### src/rtl/pixel_readout_scheduler.sv
`default_nettype none
// ============================================================================
//  Module   : pixel_readout_scheduler
//  Purpose  : Per-column readout sequencer. It queues L1As and, for each one,
//             loads the switch-cell chain, drains it and frames the event.
//  Options  : STATUS_COUNTERS_EN adds free-running status counters.
//  Revision : 1.0  initial release
// ============================================================================
module pixel_readout_scheduler #(
   parameter int L1ADDRWIDTH   = 7,
   parameter int DATAWIDTH     = 46,
   parameter int FIFO_AW       = 2,
   parameter int SETTLE_CYCLES = 2,
   parameter int MAX_HITS      = 16
) (
   input  logic                   clk,
   input  logic                   reset,
   input  logic                   inL1A,
   input  logic [L1ADDRWIDTH-1:0] inL1Addr,
   input  logic [11:0]            inBCID,
   input  logic                   dnUnreadHit,
   input  logic [DATAWIDTH-1:0]   dnData,
   input  logic                   streamBufAlmostFull,
   output logic                   dnLoad,
   output logic [L1ADDRWIDTH-1:0] dnL1Addr,
   output logic                   dnRead,
   output logic [DATAWIDTH-1:0]   dout,
   output logic [1:0]             doutType,
   output logic                   busy,
   output logic                   l1aOverflow
`ifdef STATUS_COUNTERS_EN
   ,
   output logic [31:0]            l1aCount,
   output logic [31:0]            hitCount,
   output logic [31:0]            readCount,
   output logic [31:0]            eventCount
`endif
);

   localparam int            DEPTH       = 1 << FIFO_AW;
   localparam int            EW          = 12 + L1ADDRWIDTH;
   localparam logic [7:0]    MAX_HITS_C  = 8'(MAX_HITS);
   localparam logic [3:0]    SETTLE_LAST = 4'(SETTLE_CYCLES - 1);

   typedef enum logic [2:0] {
      S_IDLE, S_LOAD, S_SETTLE, S_READ, S_GAP, S_TRAILER
   } state_t;

   state_t                 state, next_state;
   logic [EW-1:0]          fifo_mem [DEPTH];
   logic [FIFO_AW-1:0]     wr_ptr, rd_ptr;
   logic [FIFO_AW:0]       fifo_cnt;
   logic                   fifo_empty, fifo_full, push, pop;
   logic [EW-1:0]          fifo_head;
   logic [11:0]            cur_bcid;
   logic [3:0]             settle_cnt;
   logic [7:0]             hit_cnt;
   logic                   truncated;
   logic [DATAWIDTH-1:0]   data_word;
   logic                   data_keep;

   assign fifo_empty = (fifo_cnt == '0);
   assign fifo_full  = fifo_cnt[FIFO_AW];
   assign push       = inL1A && !fifo_full;
   assign fifo_head  = fifo_mem[rd_ptr];
   assign busy       = (state != S_IDLE) || !fifo_empty;

   always_ff @(posedge clk) begin
      if (push) fifo_mem[wr_ptr] <= {inBCID, inL1Addr};
   end

   always_ff @(posedge clk or negedge reset) begin
      if (!reset) begin
         wr_ptr      <= '0;
         rd_ptr      <= '0;
         fifo_cnt    <= '0;
         l1aOverflow <= 1'b0;
      end else begin
         if (push) wr_ptr <= wr_ptr + 1'b1;
         if (pop)  rd_ptr <= rd_ptr + 1'b1;
         case ({push, pop})
            2'b10:   fifo_cnt <= fifo_cnt + 1'b1;
            2'b01:   fifo_cnt <= fifo_cnt - 1'b1;
            default: fifo_cnt <= fifo_cnt;
         endcase
         if (inL1A && fifo_full) l1aOverflow <= 1'b1;
      end
   end

   // Event context: dnL1Addr doubles as the current event's address.
   always_ff @(posedge clk or negedge reset) begin
      if (!reset) begin
         state      <= S_IDLE;
         dnL1Addr   <= '0;
         cur_bcid   <= '0;
         settle_cnt <= '0;
         hit_cnt    <= '0;
         truncated  <= 1'b0;
         data_word  <= '0;
         data_keep  <= 1'b0;
      end else begin
         state <= next_state;
         if (pop) begin
            dnL1Addr <= fifo_head[L1ADDRWIDTH-1:0];
            cur_bcid <= fifo_head[EW-1:L1ADDRWIDTH];
         end
         if (state == S_LOAD)   settle_cnt <= '0;
         if (state == S_SETTLE) settle_cnt <= settle_cnt + 1'b1;
         if (dnRead) begin
            if (hit_cnt < MAX_HITS_C) begin
               data_word <= dnData;
               data_keep <= 1'b1;
               hit_cnt   <= hit_cnt + 8'd1;
            end else begin
               data_keep <= 1'b0;
               truncated <= 1'b1;
            end
         end
         if (state == S_TRAILER) begin
            hit_cnt   <= '0;
            truncated <= 1'b0;
         end
      end
   end

   always_comb begin
      next_state = state;
      pop        = 1'b0;
      dnLoad     = 1'b0;
      dnRead     = 1'b0;
      dout       = '0;
      doutType   = 2'b00;
      case (state)
         S_IDLE: begin
            if (!fifo_empty) begin
               pop        = 1'b1;
               next_state = S_LOAD;
            end
         end
         S_LOAD: begin
            dnLoad     = 1'b1;
            doutType   = 2'b01;
            dout       = DATAWIDTH'({cur_bcid, dnL1Addr});
            next_state = S_SETTLE;
         end
         S_SETTLE: begin
            if (settle_cnt == SETTLE_LAST) next_state = S_READ;
         end
         S_READ: begin
            if (!dnUnreadHit) begin
               next_state = S_TRAILER;
            end else if (!streamBufAlmostFull) begin
               dnRead     = 1'b1;
               next_state = S_GAP;
            end
         end
         S_GAP: begin
            // Discarded (over-limit) reads still pass through here silently.
            if (data_keep) begin
               doutType = 2'b10;
               dout     = data_word;
            end
            next_state = S_READ;
         end
         S_TRAILER: begin
            doutType   = 2'b11;
            dout       = DATAWIDTH'({truncated, hit_cnt, dnL1Addr});
            next_state = S_IDLE;
         end
         default: next_state = S_IDLE;
      endcase
   end

`ifdef STATUS_COUNTERS_EN
   always_ff @(posedge clk or negedge reset) begin
      if (!reset) begin
         l1aCount   <= '0;
         hitCount   <= '0;
         readCount  <= '0;
         eventCount <= '0;
      end else begin
         if (inL1A)               l1aCount   <= l1aCount + 32'd1;
         if (dnUnreadHit)         hitCount   <= hitCount + 32'd1;
         if (dnRead)              readCount  <= readCount + 32'd1;
         if (state == S_TRAILER)  eventCount <= eventCount + 32'd1;
      end
   end
`endif

endmodule
`default_nettype wire

### config.mk
export PLATFORM = sky130hd
export DESIGN_NAME = pixel_readout_scheduler
export DESIGN_NICKNAME = d
export VERILOG_FILES = /design/src/rtl/pixel_readout_scheduler.sv
export SDC_FILE = /design/constraint.sdc
export NUM_CORES = 1
export LEC_CHECK = 0
export BUFFER_PORTS_ARGS = -buffer_cell sky130_fd_sc_hd__buf_2
export CAP_MARGIN = 20
export CORE_ASPECT_RATIO = 1.5
export CORE_MARGIN = 2
export CORE_UTILIZATION = 35
export CTS_BUF_LIST = sky130_fd_sc_hd__clkbuf_8
export DETAILED_ROUTE_END_ITERATION = 12
export SLEW_MARGIN = 20
export SYNTH_ARGS = -nofsm -noshare
export SYNTH_HDL_FRONTEND = slang
export SYNTH_SLANG_ARGS = --single-unit
### constraint.sdc
create_clock -name clk -period 4.4 [get_ports clk]
set_clock_uncertainty 0.2 [all_clocks]
set_input_delay 0.44 -clock clk [delete_from_list [all_inputs] [get_ports clk]]
set_output_delay 0.44 -clock clk [all_outputs]
set_load 0.01 [all_outputs]
# Word-level counts from Yosys, hierarchy flattened
# Memory sizes are Yosys's and may differ from the RTL's. A register that Yosys moved wholly into a read port is not among the register bits.
# Cells that the tools add are included.
[totals]
register_bits = 71
latchBits = 0
mem_bits_rw = 76
mem_bits_ro = 0
output_inout_bits = 59
word_cells = 74
memories = 1
[classes]
add_sub_neg = 6
mul = 0
div_mod_pow = 0
order_cmp = 1
n_eq_ne = 12
shifts = 0
n_mux = 27
bitwise_logic = 0
reduce_logical = 17
[mem_list]
columns = ["memory", "words", "word_bits", "rd", "rd_clocked_by_memory_dff", "write_ports", "line", "source"]
rows = [
  ["fifo_mem", 4, 19, 1, 1, 1, "50", "logic [EW-1:0] fifo_mem [DEPTH];"],
]
[ops]
columns = ["op", "count"]
rows = [
  ["$pmux 46 s3", 1],
  ["$mux 46", 1],
  ["$mux 8", 3],
  ["$pmux 3 s5", 1],
  ["$mux 1", 12],
  ["$mux 3", 4],
  ["$add 8x1->8 const B", 1],
  ["$lt 8x5->1 const B", 1],
  ["$mux 4", 2],
  ["$reduce_bool 2->1", 4],
  ["$eq 3x2->1 const B", 2],
  ["$eq 3x3->1 const B", 2],
  ["$logic_not 3->1", 2],
  ["$pmux 2 s3", 1],
  ["$pmux 3 s2", 1],
  ["$reduce_and 2->1", 3],
  ["$add 2x1->2 const B", 2],
  ["$add 4x1->4 const B", 1],
  ["$eq 4x1->1 const B", 1],
  ["$ne 2x1->1 const B", 2],
  ["$add 3x1->3 const B", 1],
  ["$eq 3x1->1 const B", 1],
  ["$logic_not 1->1", 3],
  ["$ne 3x3->1 const B", 1],
  ["9 further kinds", 10],
]

# Depth between registers and ports, before layout
# Gate-level depths: netlist (run 1).
[depth]
ltp_word = 5
mapped_depth = 10
ltp_nobuf = 8

# Worst setup path before layout (run 1)
# No wires, ideal clock.
[synth_timing]
kind = "flip-flop to flip-flop"
startpoint = "reg state[0]"
endpoint = "reg fifo_cnt[2]"
arrival_ns = 2.253
setup_slack_ns = 1.868
stages_incl_launch_ff = 11
path_buffers = 2
synth_period_minus_slack_ns = 2.532
cell_sequence = "dfrtp_1 buf_2 or3_1 nor2_1 buf_2 ha_1 inv_1 fa_1 xor2_1 nor2_1 xor2_1"
[synth_via]
elab_chain_cells = 4
elab_cells_between_ends = 6
classes_between = "eq/ne: 2; mux: 2; reduce/logical: 2"
[synth_lines]
columns = ["item", "line", "source"]
rows = [
  ["start, declared", "49", "state_t state, next_state;"],
  ["start signal, assigned", "102", "state <= next_state;"],
  ["$logic_not 3->1 (*)", "133", "case (state)"],
  ["$mux 1 (*)", "133", ""],
  ["named net pop", "53", "logic fifo_empty, fifo_full, push, pop;"],
  ["$eq 2x1->1 or $eq 2x2->1 (tied branches)", "81", "case ({push, pop})"],
  ["$pmux 3 s2 or $reduce_bool 2->1 (tied branches)", "-", ""],
  ["end signal, assigned", "82", "2'b10: fifo_cnt <= fifo_cnt + 1'b1;"],
  ["end signal, assigned", "83", "2'b01: fifo_cnt <= fifo_cnt - 1'b1;"],
  ["end signal, assigned", "84", "default: fifo_cnt <= fifo_cnt;"],
  ["end, declared", "52", "logic [FIFO_AW:0] fifo_cnt;"],
]
# Mark *: on every way through the listed nets, which the timed path passes. The rest lies on a longest branch.
# A chain may end at the register's enable or synchronous reset.

# Worst setup path in the final report (run 1)
[layout_timing]
startpoint = "reg state[2]"
endpoint = "out dout[40]"
[layout_via]
elab_chain_cells = 2
elab_cells_between_ends = 4
classes_between = "eq/ne: 3; mux: 1"
[layout_lines]
columns = ["item", "line", "source"]
rows = [
  ["$eq 3x3->1 or $eq 3x1->1 (tied branches)", "133", ""],
  ["$pmux 46 s3 (*)", "133", ""],
  ["end, declared", "27", "output logic [DATAWIDTH-1:0] dout,"],
]
# Every way passes the cells marked *; elsewhere a longest branch is shown, timed or not.

==> out/qor.yml, run 1 <==
yosys:
  syn_inst: 445
  ys_types: 44
  synth-async-reset-ratio_pct: 54.2
  ys_ff_latch: 166
  yosys_warnings: 0
  syn_area_sq_um: 6960
  synth_edf_count: 76
  syn-num-nets: 524
  avgSynthCellArea_sq_um: 15.6
  synth-main-ff-cell: "dfrtp_1"
  yosysSeqAreaShare_pct: 65.1
setup_path:
  cp_cell_sequence: "nor4bb_4 -> buf_4 -> and2_1 -> buf_2"
  slowest_stage: "dfrtp_1"
  max_stage_delay_ps: 980
  arrival_ps: 2850
  worstPathMaxFanout: 40
  worstSetupEndpointType: "output port"
  start_kind: "register"
  critPathKind: "register to output port"
  crit_buf_inv: 2
  required_ps: 3760
  cpLargestDelayFamily: "flip-flops"
flow_run:
  maxCapViolCount: 0
timing:
  fin_crit_sh_pct: 79.4
  slew-limit-headroom_pct: 29.6
  setup_tns_ps: 0
  worst_slack_ps: 907
  rsz0062_at_grt: "no"
  finalSetupViolations: 0
  hold_viol: 0
  fin_crit_ps: 3490
  worst_pin_slew_ps: 1060
  clock.fmax_mhz: 286
  maxSlewViolCount: 0
  hold_ws_ps: 26.9
placement:
  hpwlAfterDp_um: 10300
  io_buffers: 128
  pre_cts_ws_ps: 1340
  placed_cells: 814
  place.gp.congestion: 0.737
  dpl_cell_area_sq_um: 7880
floorplanning:
  initial_utilization_pct: 35.5
  rows: 63
  core_area_sq_um: 19600
  fp.dieW_um: 119
  die_area_sq_um: 21100
  die_y_um: 177
  ios: 129
pwr:
  p_per_area_nw_per_um2: 606
  power_mw: 5.23
  leakagePower_nw: 3.60
  irDropWorstVdd_uv: 202
clock_network:
  tritoncts: "yes"
  clk_pin_slew_worst_paths_ps: 100
  numCtsBuffers: 17
  ctsRootBufferMaster: "clkbuf_8"
  clock_path_buffers: 2
  cts_setup_buffers: 0
  clk_latency_ps: 440
  clkSinkCount: 166
  htreeDepth: 4
global_routing:
  gr-total-overflow: 0
  grt_usage_pct: 14.3
  grt_pass1_vias: 4444
  grt_pass1_wl_um: 23300
  antenna_found_initial: 0
  grt_max_degree: 66
final_layout:
  nFillCells: 1763
  drive_above_1_share_pct: 39.2
  final_util_pct: 44.0
  diodes: 0
  postLayoutCellArea_sq_um: 8630
  nets: 686
  syn2layout_area_growth_pct: 24.0
  multi_input_area_sq_um: 2280
  seqCellArea_sq_um: 4530
  final_cells: 880
drt:
  dr.first_iter.drc_count: 129
  routed_wl_um: 14600
  routedWlPerCell_um: 16.6
  drc_errors: 0
  drtAntennaViolNets: 0
  vias: 4157
  first_pass_iters: 6
  vias_per_cell: 4.72
hold_path:
  hp-class: "primary input to register"
outcome:
  status: "finished, final reports clean"
[cell usage after synthesis (all sizes together) (10+ instances only)]
master | count | area [sq um]
mux4 | 19 | 428
o21ai | 19 | 95.1
dfrtp | 90 | 2250
nand2 | 20 | 75.1
buf | 12 | 76.3
clkbuf | 12 | 45.0
mux2 | 65 | 732
inv | 11 | 41.3
a22o | 10 | 87.6
and2 | 34 | 213
edfxtp | 76 | 2280
mux2i | 13 | 130
[worst paths after layout]
check                                end  cells past startpoint  slack (ps)         from
max in group asynchronous  data_word[20]                      3        2690        reset
hold / removal             data_word[15]                      2          30   dnData[15]
hold reg to reg              l1aOverflow                      1         260  l1aOverflow
setup / recovery                dout[40]                      4         910     state[2]
min in group asynchronous      wr_ptr[1]                      2         420        reset
setup reg to reg             fifo_cnt[2]                      9        1370     state[2]
[flip-flops by register name, summed over array words and instances, names as in the netlist]
register and flops:
cur_bcid 12, data_keep 1, data_word 46, dnL1Addr 7, fifo_cnt 3, fifo_mem 76, hit_cnt 8, l1aOverflow 1
rd_ptr 2, settle_cnt 4, state 3, truncated 1, wr_ptr 2
[area by class of cell]
class | instances | share of cell area, %
Clock buffer | 17 | 2.71
Clock inverter | 15 | 2.09
Timing Repair Buffer | 167 | 12.0
Multi-Input combinational cell | 243 | 26.4
Sequential cell | 166 | 52.5
Inverter | 12 | 0.522
Tap cell | 260 | 3.77
[worst reg2reg max path, delay by kind of cell (launching register included)]
family | cells | cell delay (ps)
AND/OR/NAND/NOR | 3 | 750
XOR/XNOR | 2 | 310
buffers and inverters | 2 | 360
adder cells (fa/ha/maj) | 2 | 620
flip-flops | 1 | 740
[cell families after synthesis]
kind of cell	share of synthesized area, %
adders and majority gates	1.73
xor gates and xnor gates	0.755
AOI/OAI and AO/OA	4.24
DFF	65.1
buffers and inverters	2.39
muxes	18.5
and+or+nand+nor	7.22
[timing repair]
item / in CTS / in global routing
hold endpoints to repair: 137 / 2
resized for setup: 0 / 0
hold buffers: 32 / 2
endpoints found under the setup margin: 0 / 0
[cells in the final DEF (no fill, tap or decap), types with 3 or more instances in the layout]
master,instances
a21oi_1,6
a22o_1,10
and2_1,34
buf_2,127
buf_4,5
clkbuf_8,17
dfrtp_1,90
dlygate4sd3_1,34
edfxtp_1,76
ha_1,8
inv_1,11
inv_6,6
inv_8,3
mux2_1,10
mux2_2,55
mux2i_1,13
mux4_2,19
nand2_1,20
nand2b_1,5
nor2_1,3
nor3_1,3
nor3b_1,4
nor4_1,3
o21ai_0,19
xor2_1,4
[layer usage]
| metal | vias to the layer above | routed length (um) | global-route usage (%) |
|---|---|---|---|
| met5 | - | 0 | 0 |
| met4 | 0 | 317 | 5.65 |
| met3 | 20 | 469 | 2.58 |
| met2 | 97 | 7920 | 26.2 |
| met1 | 2081 | 5890 | 16.4 |
| li1 | 1959 | - | - |
[power breakdown]
group | switching, mW | internal (mW) | total [mW]
sequential | 0.367 | 2.13 | 2.49
combinational | 0.753 | 0.866 | 1.62
clock | 0.592 | 0.529 | 1.12
(Power assumes the default switching activity.)
==> inputs of run 2 (changes only) <==
clock period = 3.5 ns   (was 4.4 ns; I/O delays follow)
==> out/qor.yml, run 2 (synthesized netlist as in run 1, its figures left out) <==
clock_network:
  numCtsBuffers: 17
  clock_path_buffers: 2
  cts_setup_buffers: 0
  ctsResizeCount: 0
  ctsRootBufferMaster: "clkbuf_8"
  tritoncts: "yes"
  clkSinkCount: 166
  clk_pin_slew_worst_paths_ps: 100
  htreeDepth: 4
  cts_hold_buf: 69
  clk_latency_ps: 450
timing:
  fin_crit_ps: 3040
  slew-limit-headroom_pct: 37.7
  maxSlewViolCount: 0
  hold_ws_ps: 50.5
  fin_crit_sh_pct: 86.7
  clock.fmax_mhz: 329
  worst_pin_slew_ps: 935
  setup_tns_ps: 0
  rsz0062_at_grt: "no"
  hold_viol: 0
  finalSetupViolations: 0
setup_path:
  start_kind: "register"
  r2r_start: "state[0]"
  cpLargestDelayFamily: "flip-flops"
  crit_start: "state[1]"
  worstSetupEndpointType: "output port"
  critPathKind: "register to output port"
  crit_buf_inv: 2
  slowest_stage: "dfrtp_1"
  arrival_ps: 2490
  required_ps: 2950
  r2r_slack_ps: 800
  cp_cell_sequence: "nand2b_1 -> clkinv_1 -> a22o_1 -> buf_2"
  worstPathMaxFanout: 16
  max_stage_delay_ps: 650
placement:
  dpl_cell_area_sq_um: 7920
  hpwlAfterDp_um: 9930
  io_buffers: 128
  place.gp.congestion: 0.776
floorplanning:
  core_area_sq_um: 19600
  die_area_sq_um: 21100
  rows: 63
  fp.dieW_um: 119
  initial_utilization_pct: 35.5
  ios: 129
  die_y_um: 177
hold_path:
  hp-class: "primary input to register"
  hp-start: "dnUnreadHit"
global_routing:
  gr-total-overflow: 0
  grt_pass1_vias: 4644
  grt_pass1_wl_um: 23900
  antenna_found_initial: 0
  grt_max_degree: 71
  grt_usage_pct: 14.7
pwr:
  p_per_area_nw_per_um2: 729
  irDropWorstVdd_uv: 269
  power_mw: 6.58
  leakagePower_nw: 3.78
final_layout:
  top_regs: "fifo_mem x76, data_word x46, cur_bcid x12"
  drive_above_1_share_pct: 37.8
  diodes: 0
  largest_reg_flops: 76
  final_common_cell: "buf_2"
  nets: 727
  syn2layout_area_growth_pct: 29.7
  regMostFlops: "fifo_mem"
  postLayoutCellArea_sq_um: 9030
  most-common-layout-cells: "buf_2, dfrtp_1, edfxtp_1"
flow_run:
  maxCapViolCount: 0
drt:
  vias_per_cell: 4.73
  first_pass_iters: 4
  drc_errors: 0
  dr.first_iter.drc_count: 195
  routedWlPerCell_um: 15.9
  drtAntennaViolNets: 0
  routed_wl_um: 14700
  vias: 4359
outcome:
  status: "finished, final reports clean"
==> run 2: worst register-to-register path, stage by stage (launching register included) <==
cell and delay, ps:
dfrtp_1 680, nand3b_1 440, nor3_4 570, buf_12 320
mux2_2 380
==> run 2: final timing paths <==
path	cells after the start	endpoint
hold reg to reg	1	l1aOverflow
max in group asynchronous	3	data_word[39]
setup reg to reg	4	data_word[19]
setup / recovery	4	dout[3]
min in group asynchronous	2	data_word[5]
hold / removal	3	state[0]
==> run 2: stage by stage <==
step | std cells | utilization, % | worst slack, ps
after CTS | 921 | 46.0 | 375
after detailed placement | 820 | 40.4 | 813
after global routing | 921 | 46.0 | 259
after floorplan | 445 | - | 968
after global placement | 820 | 40.4 | 886
final | 921 | 46.0 | 465
==> run 2: cell type report <==
| type | instances | area (sq um) |
|---|---|---|
| repair buffers | 208 | 1430 |
| clock inverters | 15 | 184 |
| clock buffers | 17 | 234 |
| inverters | 12 | 45.0 |
| well taps | 260 | 325 |
| fillers | 1722 | 10600 |
| flip-flops and latches | 166 | 4530 |
| multi-input cells | 243 | 2280 |
==> run 2: layer usage <==
layer  GRT usage [%]  up-vias  wire, um
met4            6.50        0       366
met1            16.5     2179      5710
met3            2.80       25       561
li1                -     2046         -
met5               0        -         0
met2            26.9      109      8040
==> run 2: report_power, final <==
group          switching (mW)  leakage [nW]  internal, mW
Combinational           0.961          1.78          1.14
Sequential              0.427          1.78          2.67
Clock                   0.827         0.212         0.561
==> inputs of run 3 (changes only) <==
CORE_UTILIZATION = 40   (was 35)
CTS_CLUSTER_DIAMETER = 30   (was not set)
clock period = 3.4 ns   (was 3.5 ns; I/O delays follow)
==> out/qor.yml, run 3 (synthesized netlist as in run 1, its figures left out) <==
drt:
  drtAntennaViolNets: 0
  routedWlPerCell_um: 16.5
  first_pass_iters: 4
  dr.first_iter.drc_count: 163
  vias_per_cell: 4.98
  vias: 4361
  routed_wl_um: 14500
  drc_errors: 0
timing:
  worst_pin_slew_ps: 982
  clock.fmax_mhz: 346
  slew-limit-headroom_pct: 34.5
  worst_slack_ps: 512
  rsz0062_at_grt: "no"
  finalSetupViolations: 0
  fin_crit_sh_pct: 84.9
  setup_tns_ps: 0
  hold_viol: 0
  maxSlewViolCount: 0
  fin_crit_ps: 2890
  hold_ws_ps: 263
global_routing:
  grt_usage_pct: 16.0
  antenna_found_initial: 0
  grt-busiest-layer: "met2"
  gr-total-overflow: 0
  grt_util_met3_pct: 2.85
  grt_max_degree: 76
  grt_pass1_vias: 4399
  use_met1_pct: 18.7
  grt_pass1_wl_um: 23000
  grt_util_met2_pct: 29.3
pwr:
  pwr-share-clk_pct: 21.2
  pwr-share-seq_pct: 46.8
  leakagePower_nw: 3.78
  p_comb_share_pct: 32.1
  power_mw: 6.79
  p_per_area_nw_per_um2: 757
  irDropWorstVdd_uv: 343
  p_int_mw: 4.55
  swShare_pct: 33.0
  switchingPower_mw: 2.24
floorplanning:
  core_area_sq_um: 17200
  fp.dieW_um: 112
  die_y_um: 166
  die_area_sq_um: 18500
  rows: 59
  ios: 129
  initial_utilization_pct: 40.5
clock_network:
  clkSinkCount: 166
  clk_latency_ps: 450
  tritoncts: "yes"
  numCtsBuffers: 17
  clk_pin_slew_worst_paths_ps: 90
  ctsResizeCount: 0
  htreeDepth: 4
  clock_path_buffers: 2
  ctsRootBufferMaster: "clkbuf_8"
setup_path:
  crit_end: "dout[3]"
  worstSetupEndpointType: "output port"
  worst-r2r-cell-count: 4
  r2r_end: "data_word[44]"
  arrival_ps: 2350
  crit_start: "state[0]"
  r2r_start: "state[0]"
  worstPathMaxFanout: 44
  r2r_slack_ps: 790
  start_kind: "register"
  required_ps: 2860
  critPathKind: "register to output port"
final_layout:
  top_regs: "fifo_mem x76, data_word x46, cur_bcid x12"
  final_cells: 876
  drive_above_1_share_pct: 37.9
  nFillCells: 1446
  most-common-layout-cells: "buf_2, dfrtp_1, edfxtp_1"
  largest_reg_flops: 76
  nets: 729
  final_common_cell: "buf_2"
  final_util_pct: 52.1
  syn2layout_area_growth_pct: 28.8
  diodes: 0
  postLayoutCellArea_sq_um: 8970
  regMostFlops: "fifo_mem"
hold_path:
  hp-class: "register to register"
  hp-start: "l1aOverflow"
placement:
  place.gp.congestion: 0.781
  dpl_cell_area_sq_um: 7860
  io_buffers: 128
  placed_cells: 774
  hpwlAfterDp_um: 9690
  pre_cts_ws_ps: 798
flow_run:
  maxCapViolCount: 0
outcome:
  status: "finished, final reports clean"
run 3: worst min-delay path by stage:
stage                        endpoint  slack (ps)  cells after the start
after detailed placement  l1aOverflow         240                      1
after CTS                 l1aOverflow         260                      1
final                     l1aOverflow         260                      1
after floorplan           cur_bcid[0]        -160                      0
after global routing      l1aOverflow         300                      1
after global placement    l1aOverflow         230                      1
run 3: routing by layer:
metal | vias to the layer above | routed length (um)
met5 | - | 0
li1 | 2041 | -
met1 | 2189 | 5860
met4 | 0 | 294
met3 | 23 | 552
met2 | 108 | 7790
run 3: critical path: stages (launching register included):
cell,delay [ps]
dfrtp_1,580
nor4bb_4,450
buf_4,460
a22o_1,240
buf_2,150
run 3: what timing repair did:
| item | in CTS | in global routing |
|---|---|---|
| endpoints found under the hold margin | 199 | 0 |
| buffers inserted | 0 | 0 |
| hold buffers | 70 | 0 |
run 3: cell type report:
type / count / area (sq um) / share of cell area [%]
multi-input combinational: 243 / 2280 / 25.4
clock buffer: 17 / 234 / 2.61
sequential: 166 / 4530 / 50.6
tap: 213 / 267 / 2.97
inverter: 12 / 45.0 / 0.502
timing repair buffer: 210 / 1430 / 16.0
clock inverter: 15 / 176 / 1.97
run 3: power by group through the flow:
stage	Sequential (mW)	Combinational [mW]	Clock, mW
2_1_floorplan	3.04	1.61	0
3_3_place_gp	3.19	2.07	0
3_5_place_dp	3.23	2.15	0
4_1_cts	3.19	2.23	1.48
5_1_grt	3.27	2.41	1.57
6_report	3.18	2.18	1.44
